$ cat config.mk
export PLATFORM = sky130hd
export DESIGN_NAME = leg_bus_arbiter_flat
export DESIGN_NICKNAME = d
export VERILOG_FILES = /design/src/rtl/leg_bus_if.sv /design/src/rtl/leg_bus_arbiter.sv /design/src/flat_wrapper.sv
export SDC_FILE = /design/constraint.sdc
export NUM_CORES = 1
export LEC_CHECK = 0
export BUFFER_PORTS_ARGS = -buffer_cell sky130_fd_sc_hd__buf_2
export CAP_MARGIN = 5
export CORE_AREA = 2 2 92 94
export DETAILED_ROUTE_END_ITERATION = 10
export DIE_AREA = 0 0 94 96
export RECOVER_POWER = 50
export SYNTH_ARGS = -nofsm -noshare
export SYNTH_HDL_FRONTEND = slang
export SYNTH_SLANG_ARGS = --single-unit
$ cat constraint.sdc
create_clock -name clk -period 1.1 [get_ports clk]
set_input_delay 0 -clock clk [delete_from_list [all_inputs] [get_ports clk]]
set_output_delay 0 -clock clk [all_outputs]
set_load 0.02 [all_outputs]
$ cat src/rtl/leg_bus_if.sv
// Bus bundle between the two cache controllers, the external memory port and the arbiter.
// The arbiter takes the slave view; whoever drives the masters and the memory takes the master view.
interface leg_bus_if #(
  parameter int BEATS = 4
) ();
  localparam int CW = $clog2(BEATS);

  // Data-side master
  logic          HRequestM;
  logic          HWriteM;
  logic [31:0]   HAddrM;
  logic [31:0]   HWDataM;
  // Instruction-side master
  logic          HRequestF;
  logic [31:0]   HAddrF;
  // External memory
  logic          HREADY;
  logic [31:0]   HRDATA;
  logic          HREQUEST;
  logic          HWRITE;
  logic [31:0]   HADDR;
  logic [31:0]   HWDATA;
  // Returns to the masters
  logic [31:0]   HRData;
  logic          DBusReady;
  logic          IBusReady;
  logic          HLast;
  logic [CW-1:0] BeatCount;

  modport slave (
    input  HRequestM, HWriteM, HAddrM, HWDataM,
    input  HRequestF, HAddrF,
    input  HREADY, HRDATA,
    output HREQUEST, HWRITE, HADDR, HWDATA,
    output HRData, DBusReady, IBusReady, HLast, BeatCount
  );

  modport master (
    output HRequestM, HWriteM, HAddrM, HWDataM,
    output HRequestF, HAddrF,
    output HREADY, HRDATA,
    input  HREQUEST, HWRITE, HADDR, HWDATA,
    input  HRData, DBusReady, IBusReady, HLast, BeatCount
  );
endinterface

$ cat src/rtl/leg_bus_arbiter.sv
// Two-master arbiter (data writeback side over instruction fetch side) onto one memory port.
// A grant is held while its owner keeps requesting; on release a waiting master takes over directly.
module leg_bus_arbiter #(
  parameter int BEATS = 4
) (
  input logic      clk,
  input logic      reset,
  leg_bus_if.slave bus
);
  localparam int CW = $clog2(BEATS);

  typedef enum logic [1:0] {
    IDLE,
    DGRANT,
    IGRANT
  } state_e;

  state_e        state_q, state_d;
  logic [CW-1:0] beat_cnt_q, beat_cnt_d;
  logic          d_gnt, i_gnt, beat;

  // NOTE: sequential state uses non-blocking assignments so every register samples pre-edge values.
  always_ff @(posedge clk or negedge reset) begin
    if (!reset) begin
      state_q    <= IDLE;
      beat_cnt_q <= '0;
    end else begin
      state_q    <= state_d;
      beat_cnt_q <= beat_cnt_d;
    end
  end

  // Next state: the current owner keeps the bus; on release the other master is handed it directly.
  always_comb begin
    // NOTE: a default before the case keeps this block free of inferred latches.
    state_d = state_q;
    unique case (state_q)
      IDLE: begin
        if      (bus.HRequestM) state_d = DGRANT;
        else if (bus.HRequestF) state_d = IGRANT;
      end
      DGRANT: begin
        if      (bus.HRequestM) state_d = DGRANT;
        else if (bus.HRequestF) state_d = IGRANT;
        else                    state_d = IDLE;
      end
      IGRANT: begin
        if      (bus.HRequestF) state_d = IGRANT;
        else if (bus.HRequestM) state_d = DGRANT;
        else                    state_d = IDLE;
      end
      default: state_d = IDLE;
    endcase
  end

  // Outputs: the granted master's request is gated straight onto the bus, no pipeline stage.
  always_comb begin
    d_gnt = (state_q == DGRANT);
    i_gnt = (state_q == IGRANT);

    bus.HREQUEST  = (d_gnt & bus.HRequestM) | (i_gnt & bus.HRequestF);
    bus.HWRITE    = d_gnt & bus.HWriteM;
    bus.HADDR     = d_gnt ? bus.HAddrM : bus.HAddrF;
    bus.HWDATA    = bus.HWDataM;
    bus.HRData    = bus.HRDATA;
    bus.DBusReady = d_gnt & bus.HRequestM & bus.HREADY;
    bus.IBusReady = i_gnt & bus.HRequestF & bus.HREADY;

    beat          = bus.DBusReady | bus.IBusReady;
    bus.HLast     = beat & (beat_cnt_q == CW'(BEATS - 1));
    bus.BeatCount = beat_cnt_q;
  end

  // Beat counter restarts on every grant change and wraps by natural overflow.
  always_comb begin
    beat_cnt_d = beat_cnt_q;
    if (state_d != state_q) beat_cnt_d = '0;
    else if (beat)          beat_cnt_d = beat_cnt_q + 1'b1;
  end
endmodule

$ cat src/flat_wrapper.sv
// flat-port wrapper written by rule: the top's interface ports become plain ports
module leg_bus_arbiter_flat 
#(
  parameter int BEATS = 4
)
  (clk, reset, bus_HRequestM, bus_HWriteM, bus_HAddrM, bus_HWDataM, bus_HRequestF, bus_HAddrF, bus_HREADY, bus_HRDATA, bus_HREQUEST, bus_HWRITE, bus_HADDR, bus_HWDATA, bus_HRData, bus_DBusReady, bus_IBusReady, bus_HLast, bus_BeatCount);
  leg_bus_if #(.BEATS(BEATS)) bus_i ();
  input logic clk;
  input logic reset;
  input wire logic [$bits(bus_i.HRequestM)-1:0] bus_HRequestM;
  input wire logic [$bits(bus_i.HWriteM)-1:0] bus_HWriteM;
  input wire logic [$bits(bus_i.HAddrM)-1:0] bus_HAddrM;
  input wire logic [$bits(bus_i.HWDataM)-1:0] bus_HWDataM;
  input wire logic [$bits(bus_i.HRequestF)-1:0] bus_HRequestF;
  input wire logic [$bits(bus_i.HAddrF)-1:0] bus_HAddrF;
  input wire logic [$bits(bus_i.HREADY)-1:0] bus_HREADY;
  input wire logic [$bits(bus_i.HRDATA)-1:0] bus_HRDATA;
  output wire logic [$bits(bus_i.HREQUEST)-1:0] bus_HREQUEST;
  output wire logic [$bits(bus_i.HWRITE)-1:0] bus_HWRITE;
  output wire logic [$bits(bus_i.HADDR)-1:0] bus_HADDR;
  output wire logic [$bits(bus_i.HWDATA)-1:0] bus_HWDATA;
  output wire logic [$bits(bus_i.HRData)-1:0] bus_HRData;
  output wire logic [$bits(bus_i.DBusReady)-1:0] bus_DBusReady;
  output wire logic [$bits(bus_i.IBusReady)-1:0] bus_IBusReady;
  output wire logic [$bits(bus_i.HLast)-1:0] bus_HLast;
  output wire logic [$bits(bus_i.BeatCount)-1:0] bus_BeatCount;
  assign bus_i.HRequestM = bus_HRequestM;
  assign bus_i.HWriteM = bus_HWriteM;
  assign bus_i.HAddrM = bus_HAddrM;
  assign bus_i.HWDataM = bus_HWDataM;
  assign bus_i.HRequestF = bus_HRequestF;
  assign bus_i.HAddrF = bus_HAddrF;
  assign bus_i.HREADY = bus_HREADY;
  assign bus_i.HRDATA = bus_HRDATA;
  assign bus_HREQUEST = bus_i.HREQUEST;
  assign bus_HWRITE = bus_i.HWRITE;
  assign bus_HADDR = bus_i.HADDR;
  assign bus_HWDATA = bus_i.HWDATA;
  assign bus_HRData = bus_i.HRData;
  assign bus_DBusReady = bus_i.DBusReady;
  assign bus_IBusReady = bus_i.IBusReady;
  assign bus_HLast = bus_i.HLast;
  assign bus_BeatCount = bus_i.BeatCount;
  leg_bus_arbiter #(.BEATS(BEATS)) u_core (.clk(clk), .reset(reset), .bus(bus_i));
endmodule
Word-level counts from Yosys, hierarchy flattened:

Index checks and enable logic that the tools add are counted.

* add/sub/neg operators: 1
* $mul: 0
* div/mod/pow operators: 0
* $lt $le $gt $ge: 0
* equal/unequal tests: 4
* shifts and indexed selects: 0
* muxes and demuxes: 10
* bitwise logic cells: 8
* reductions and logical operators: 2

Operator list (number)
* 32-bit two-way mux: 1
* 2-bit two-way mux: 7
* 1-bit AND: 6
* 2-bit case mux with 3 select lines: 1
* 2-bit == test (second input constant): 2
* 2-bit by 1-bit adder with 2-bit output (second input constant): 1
* 2-bit by 1-bit == test with 1-bit output (second input constant): 1
* 2-bit zero test: 1
* 2-bit != test: 1
* 1-bit OR: 2
* 2-bit nonzero test: 1
* 1-bit two-way mux: 1

* register bits: 4
* latch bits: 0
* bits in writable memories: 0
* ROM bits: 0
* input port bits: 134
* output and inout port bits: 103
* logic and storage cells: 27
* memories: 0

Logic depth before layout (Yosys ltp):

Gate-level depths: netlist of the first run.

* depth in word-level cells: 6
* mapped depth: 5
* mapped depth without buffers: 4

Least setup slack after synthesis of the first run:

Ideal clock, no wire load.

* path kind: reg-to-output
* from: register u_core.state_q[1]
* to: output port bus_HLast
* arrival time: 1.220 ns
* required time: 1.100 ns
* path slack: -0.120 ns
* cell stages (with the launch flop): 3
* path buffers: 0
* cell sequence: dfrtp_1 > nand4b_1 > a21boi_0

* cells in the longest elaborated chain, start to end: 5
* elaborated cells on any way between the ends: 8
* classes of those cells: 2 x eq/ne; 6 x bitwise

Ends and longest elaborated chain
* start, declared: line leg_bus_arbiter.sv:18 `state_e state_q, state_d;`
* start signal, assigned: line leg_bus_arbiter.sv:28 `state_q <= state_d;`
* 2-bit by 1-bit == test with 1-bit output or 2-bit == test (tied branches): line leg_bus_arbiter.sv:58, leg_bus_arbiter.sv:59
* 1-bit AND (on tied branches) (2 in a row): line leg_bus_arbiter.sv:66, leg_bus_arbiter.sv:67
* 1-bit OR *: line leg_bus_arbiter.sv:69 `beat = bus.DBusReady | bus.IBusReady;`
* 1-bit AND *: line leg_bus_arbiter.sv:70 `bus.HLast = beat & (beat_cnt_q == CW'(BEATS - 1));`
* end, declared: line flat_wrapper.sv:25 `output wire logic [$bits(bus_i.HLast)-1:0] bus_HLast;`

Mark *: on every way between the ends. The rest lies on a longest branch, timed or not.

Final worst setup path of the first run:

* from: register u_core.state_q[1]
* to: output port bus_HADDR[9]

* cells in the longest elaborated chain, start to end: 2

Ends and longest elaborated chain
* 2-bit by 1-bit == test with 1-bit output: line leg_bus_arbiter.sv:58 `d_gnt = (state_q == DGRANT);`
* 32-bit two-way mux: line leg_bus_arbiter.sv:63 `bus.HADDR = d_gnt ? bus.HAddrM : bus.HAddrF;`
* end, declared: line flat_wrapper.sv:20 `output wire logic [$bits(bus_i.HADDR)-1:0] bus_HADDR;`

No other way between the ends.

==> results.ini, run 1 <==
[run_status]
status=finished, violations left
violations=setup timing

[synth]
netlist_area_um2=1140
synthFlopType=dfrtp_1
yosysMostFrequentCell=buf_4
synth_top_area_cell=buf_4
synthTopCellsByCount=buf_4, mux2_2, buf_6, dfrtp_1
syn-num-nets=262
yosys.area.top_type_share_pct=42.2
synth_cell_types=18
syn_avg_cell_area_um2=8.98
synth_edf_count=0
synth_area_leaders=buf_4, mux2_2, dfrtp_1
ys_ff_latch=4
async_flop_share_pct=100
synth_warnings=0
yosysSeqAreaShare_pct=8.78
synthCells=127

[pwr]
p_per_area_nw_per_um2=791
p_leak_nw=0.782
ir_drop_mv=0.524
p_total_mw=1.20

[clock_tree]
cts_root_buffer=clkbuf_8
htreeDepth=1
clk_latency_ps=220
path_clk_slew_ps=30
cts_made_buffers=3
cts_num_sinks=4
cts_buffer_depth=2
cts_tree=built

[sta]
finalMaxSlewViolations=0
max_freq_mhz=669
hold_viol_final=0
max_slew.worst_pin.slew_ps=192
fin_ws_ps=-394
fin_crit_ps=1490
rsz0062_at_grt=true
tns_ps=-13250
setup_violations=39
slew_headroom_pct=87.1
final_min_period_over_clock_period_pct=136
fin_skew_ps=5.23

[route]
first_iter_violations=4
wirelength_um=3690
wl_per_cell_um=12.9
drc=0
firstDrtPassIters=2
vias=1047
drtAntennaViolNets=0
viasPerCell=3.66

[floorplanning]
fp.dieH_um=96
die_x_um=94
core-area_um2=8050
rows=33
die_area_um2=9020
top_level_ports=237
start_util_pct=14.2

[global_routing]
grt_pass1_wl_um=4300
first_global_vias=905
use_met2_pct=12.0
grt_max_degree=25
antenna_found_initial=0
use_met3_pct=2.27
grt_overflow=0
grt_util_all_layers_pct=6.38
top_usage_layer=met2
met1_usage_pct=5.69

[setup_path]
crit_arrival_ps=1490
cp.required_ps=1100
slowest_delay_ps=420
cp_slowest_cell=dfrtp_2
endpoint_kind=output pin
critPathKind=reg2out
path_cells=nor2b_4 > buf_12 > mux2_2 > buf_2
cp-start-kind=register
critPathMaxFanout=24

[layout]
diodes=0
drive_gt1_share_pct=88.4
nets=317
syn_to_final_growth_pct=33.2

[worst_hold_path]
min_path_type=in2out

[placement]
portBuffers=108
routabilityCongestion=0.736
hpwl_um=3240

[job]
maxCapViolCount=0

==> final timing paths <==
| check | start | end | slack [ps] | cells past startpoint |
|---|---|---|---|---|
| max | u_core.state_q[1] | bus_HADDR[9] | -390 | 4 |
| min | bus_HRDATA[26] | bus_HRData[26] | 0.008 | 0 |
| max reg2reg | u_core.state_q[1] | u_core.bus.BeatCount[0] | -200 | 4 |
| min reg2reg | u_core.bus.BeatCount[1] | u_core.bus.BeatCount[1] | 580 | 2 |
| max in group asynchronous | reset | u_core.state_q[1] | 840 | 2 |
| min in group asynchronous | reset | u_core.state_q[0] | 120 | 2 |
==> report_power, final <==
| part | internal (mW) | switching (mW) | total, mW |
|---|---|---|---|
| registers | 0.156 | 0.00750 | 0.164 |
| logic | 0.372 | 0.346 | 0.718 |
| clock network | 0.247 | 0.0725 | 0.320 |
==> per-stage QoR <==
stage / instances / hold WS (ps) / area [um^2] / utilization, % / setup WS [ps]
3_5_place_dp: 278 / -185 / 1370 / 17.1 / -212
4_1_cts: 286 / 0.137 / 1480 / 18.4 / -429
2_1_floorplan: 127 / -296 / 1160 / - / -89.5
6_report: 286 / 0.00777 / 1520 / 18.9 / -394
5_1_grt: 286 / 0.0292 / 1520 / 18.9 / -461
3_3_place_gp: 278 / -190 / 1370 / 17.1 / -205
==> layout by cell type, fill, tap and decap left out, types with 2 or more instances in the layout <==
master and instances:
and2_1 3, dfrtp_1 3, nand3_1 2, clkbuf_8 3, buf_2 95, buf_4 14, mux2_4 4, a21o_1 2
nand4b_1 2, buf_6 7, mux2_2 28
==> layout make-up <==
type	count	area (um^2)
clock buffer	4	45.0
sequential	4	101
inverter	2	10.0
multi-input combinational	53	541
timing repair buffer	118	689
fill	917	6530
tap	105	131
==> state kept, by name (all words and copies together) (netlist names) <==
signal,cells
u_core.state_q,2
u_core.bus.BeatCount,2
==> per-layer routing <==
layer | routed length, um | vias up
met5 | 0 | -
met4 | 157 | 0
met3 | 545 | 24
met2 | 1770 | 97
met1 | 1210 | 454
li1 | - | 472
==> repair_timing <==
item / in CTS / in global routing
setup endpoints to repair: 39 / 39
hold buffers: 1 / 0
pin swaps: 1 / 3
gates cloned: 0 / 0
setup buffers: 4 / 0
resized for setup: 14 / 12
endpoints found under the hold margin: 4 / 0
==> cells by family after synthesis <==
family	after synthesis	synth area share (%)
DFF	4	8.78
and+or+nand+nor	11	6.26
AOI/OAI and AO/OA	8	4.61
muxes	33	32.5
adders and majority gates	1	1.10
buffers and inverters	70	46.8
==> critical path: cells and delay by family, from the launching register on <==
kind          cells  cell delay, ps
flops             1             420
mux               1             350
simple gates      1             140
buf+inv           2             350
No activity file was read; power rests on OpenSTA's default activity.
==> run 2: changes to the inputs <==
--- a/config.mk
+++ b/config.mk
@@ -7,9 +7,10 @@
 export LEC_CHECK = 0
 export BUFFER_PORTS_ARGS = -buffer_cell sky130_fd_sc_hd__buf_2
 export CAP_MARGIN = 5
-export CORE_AREA = 2 2 92 94
+export CORE_AREA = 3 3 90 92
 export DETAILED_ROUTE_END_ITERATION = 10
-export DIE_AREA = 0 0 94 96
+export DIE_AREA = 0 0 93 95
+export PLACE_DENSITY = 0.55
 export RECOVER_POWER = 50
 export SYNTH_ARGS = -nofsm -noshare
 export SYNTH_HDL_FRONTEND = slang
==> results.ini, run 2 (synthesis results as in run 1) <==
[run_status]
status=finished, violations left
violations=setup timing

[floorplanning]
top_level_ports=237
start_util_pct=15.6
die_x_um=93
core-area_um2=7290
die_area_um2=8840
fp.dieH_um=95
rows=31

[global_routing]
first_global_vias=1096
antenna_found_initial=0
grt_overflow=0
grt_max_degree=13
grt_pass1_wl_um=4690
grt_util_all_layers_pct=6.69

[clock_tree]
cts_buffer_depth=2
cts_made_buffers=3
cts_num_sinks=4
htreeDepth=1
cts_root_buffer=clkbuf_8
clk_latency_ps=220
cts_tree=built
path_clk_slew_ps=30

[layout]
fillers=775
syn_to_final_growth_pct=65.3
final_common_cell=buf_2
nets=322
layout_common_cells=buf_2, buf_6, mux2_4
drive_gt1_share_pct=88.2
stdcell_area_um2=1880
diodes=0

[sta]
max_slew.worst_pin.slew_ps=200
hold_ws_ps=0.00881
setup_violations=39
final_min_period_over_clock_period_pct=138
fin_skew_ps=5.20
finalMaxSlewViolations=0
fin_crit_ps=1520
tns_ps=-14110
max_freq_mhz=659
slew_headroom_pct=86.6
rsz0062_at_grt=true
hold_viol_final=0
fin_ws_ps=-419

[worst_hold_path]
min_path_type=in2out

[route]
firstDrtPassIters=2
wl_per_cell_um=13.3
first_iter_violations=8
drc=0
drtAntennaViolNets=0
viasPerCell=3.84
vias=1095
wirelength_um=3800

[setup_path]
cp_slowest_cell=dfrtp_2
endpoint_kind=output pin
cp.required_ps=1100
critPathKind=reg2out
critPathMaxFanout=6
cp-start-kind=register
crit_arrival_ps=1520
path_cells=nor2b_4 > buf_12 > buf_8 > mux2_2 > buf_6
slowest_delay_ps=410

[placement]
portBuffers=108
placed_area_um2=1360
hpwl_um=2800
routabilityCongestion=0.609

[pwr]
p_leak_nw=0.987
p_per_area_nw_per_um2=799
ir_drop_mv=0.219

[job]
maxCapViolCount=0

[run 2: area by class of cell]
cell class                      count  area (um^2)  area share [%]
Timing Repair Buffer              123          983            52.2
Multi-Input combinational cell     53          623            33.1
Tap cell                           99          124            6.57
Sequential cell                     4          101            5.38
Clock buffer                        4         45.0            2.39
Inverter                            2         7.51           0.398
[run 2: per-layer routing]
layer / routed length, um / up-vias / GRT usage [%]
met2: 1960 / 101 / 13.0
met5: 0 / - / 0
met3: 717 / 9 / 4.38
met1: 1070 / 501 / 4.99
met4: 44 / 0 / 3.17
li1: - / 484 / -
[run 2: timing repair]
| action | CTS | global route |
|---|---|---|
| buffers inserted | 8 | 1 |
| gates resized for setup | 16 | 96 |
| pin swaps | 2 | 1 |
| hold endpoints to repair | 4 | 0 |
| endpoints found under the setup margin | 39 | 39 |
| gates cloned | 1 | 2 |
| hold buffers | 1 | 0 |
[run 2: report_power, final]
group          switching [mW]  internal (mW)
Sequential            0.00610          0.156
Combinational           0.413          0.605
Clock                  0.0785          0.248
Total                   0.497           1.01
[run 2: worst max-delay path: cells and delay by family (launching register included)]
kind	cells	cell delay, ps
muxes	1	350
DFF	1	410
and+or+nand+nor	1	130
buffers and inverters	3	400
[run 2: path summary, 6_finish.rpt]
check,startpoint,end,slack [ps],cells after the start
worst min register to register,u_core.bus.BeatCount[1],u_core.bus.BeatCount[1],580,2
min in group asynchronous,reset,u_core.state_q[0],120,2
worst max-delay path,u_core.state_q[1],bus_HADDR[6],-420,5
max in group asynchronous,reset,u_core.state_q[1],850,2
worst max register to register,u_core.state_q[1],u_core.bus.BeatCount[0],-300,6
worst min-delay path,bus_HWDataM[7],bus_HWDATA[7],0.009,0
[run 2: stage by stage]
stage / utilization, % / instances / worst slack (ps) / power (mW)
CTS: 21.1 / 284 / -448 / 1.26
global route: 25.8 / 285 / -443 / 1.58
global placement: 18.6 / 271 / -204 / 0.837
detailed placement: 18.6 / 271 / -235 / 0.842
finish: 25.8 / 285 / -419 / 1.51
floorplan: - / 127 / -89.5 / 0.909
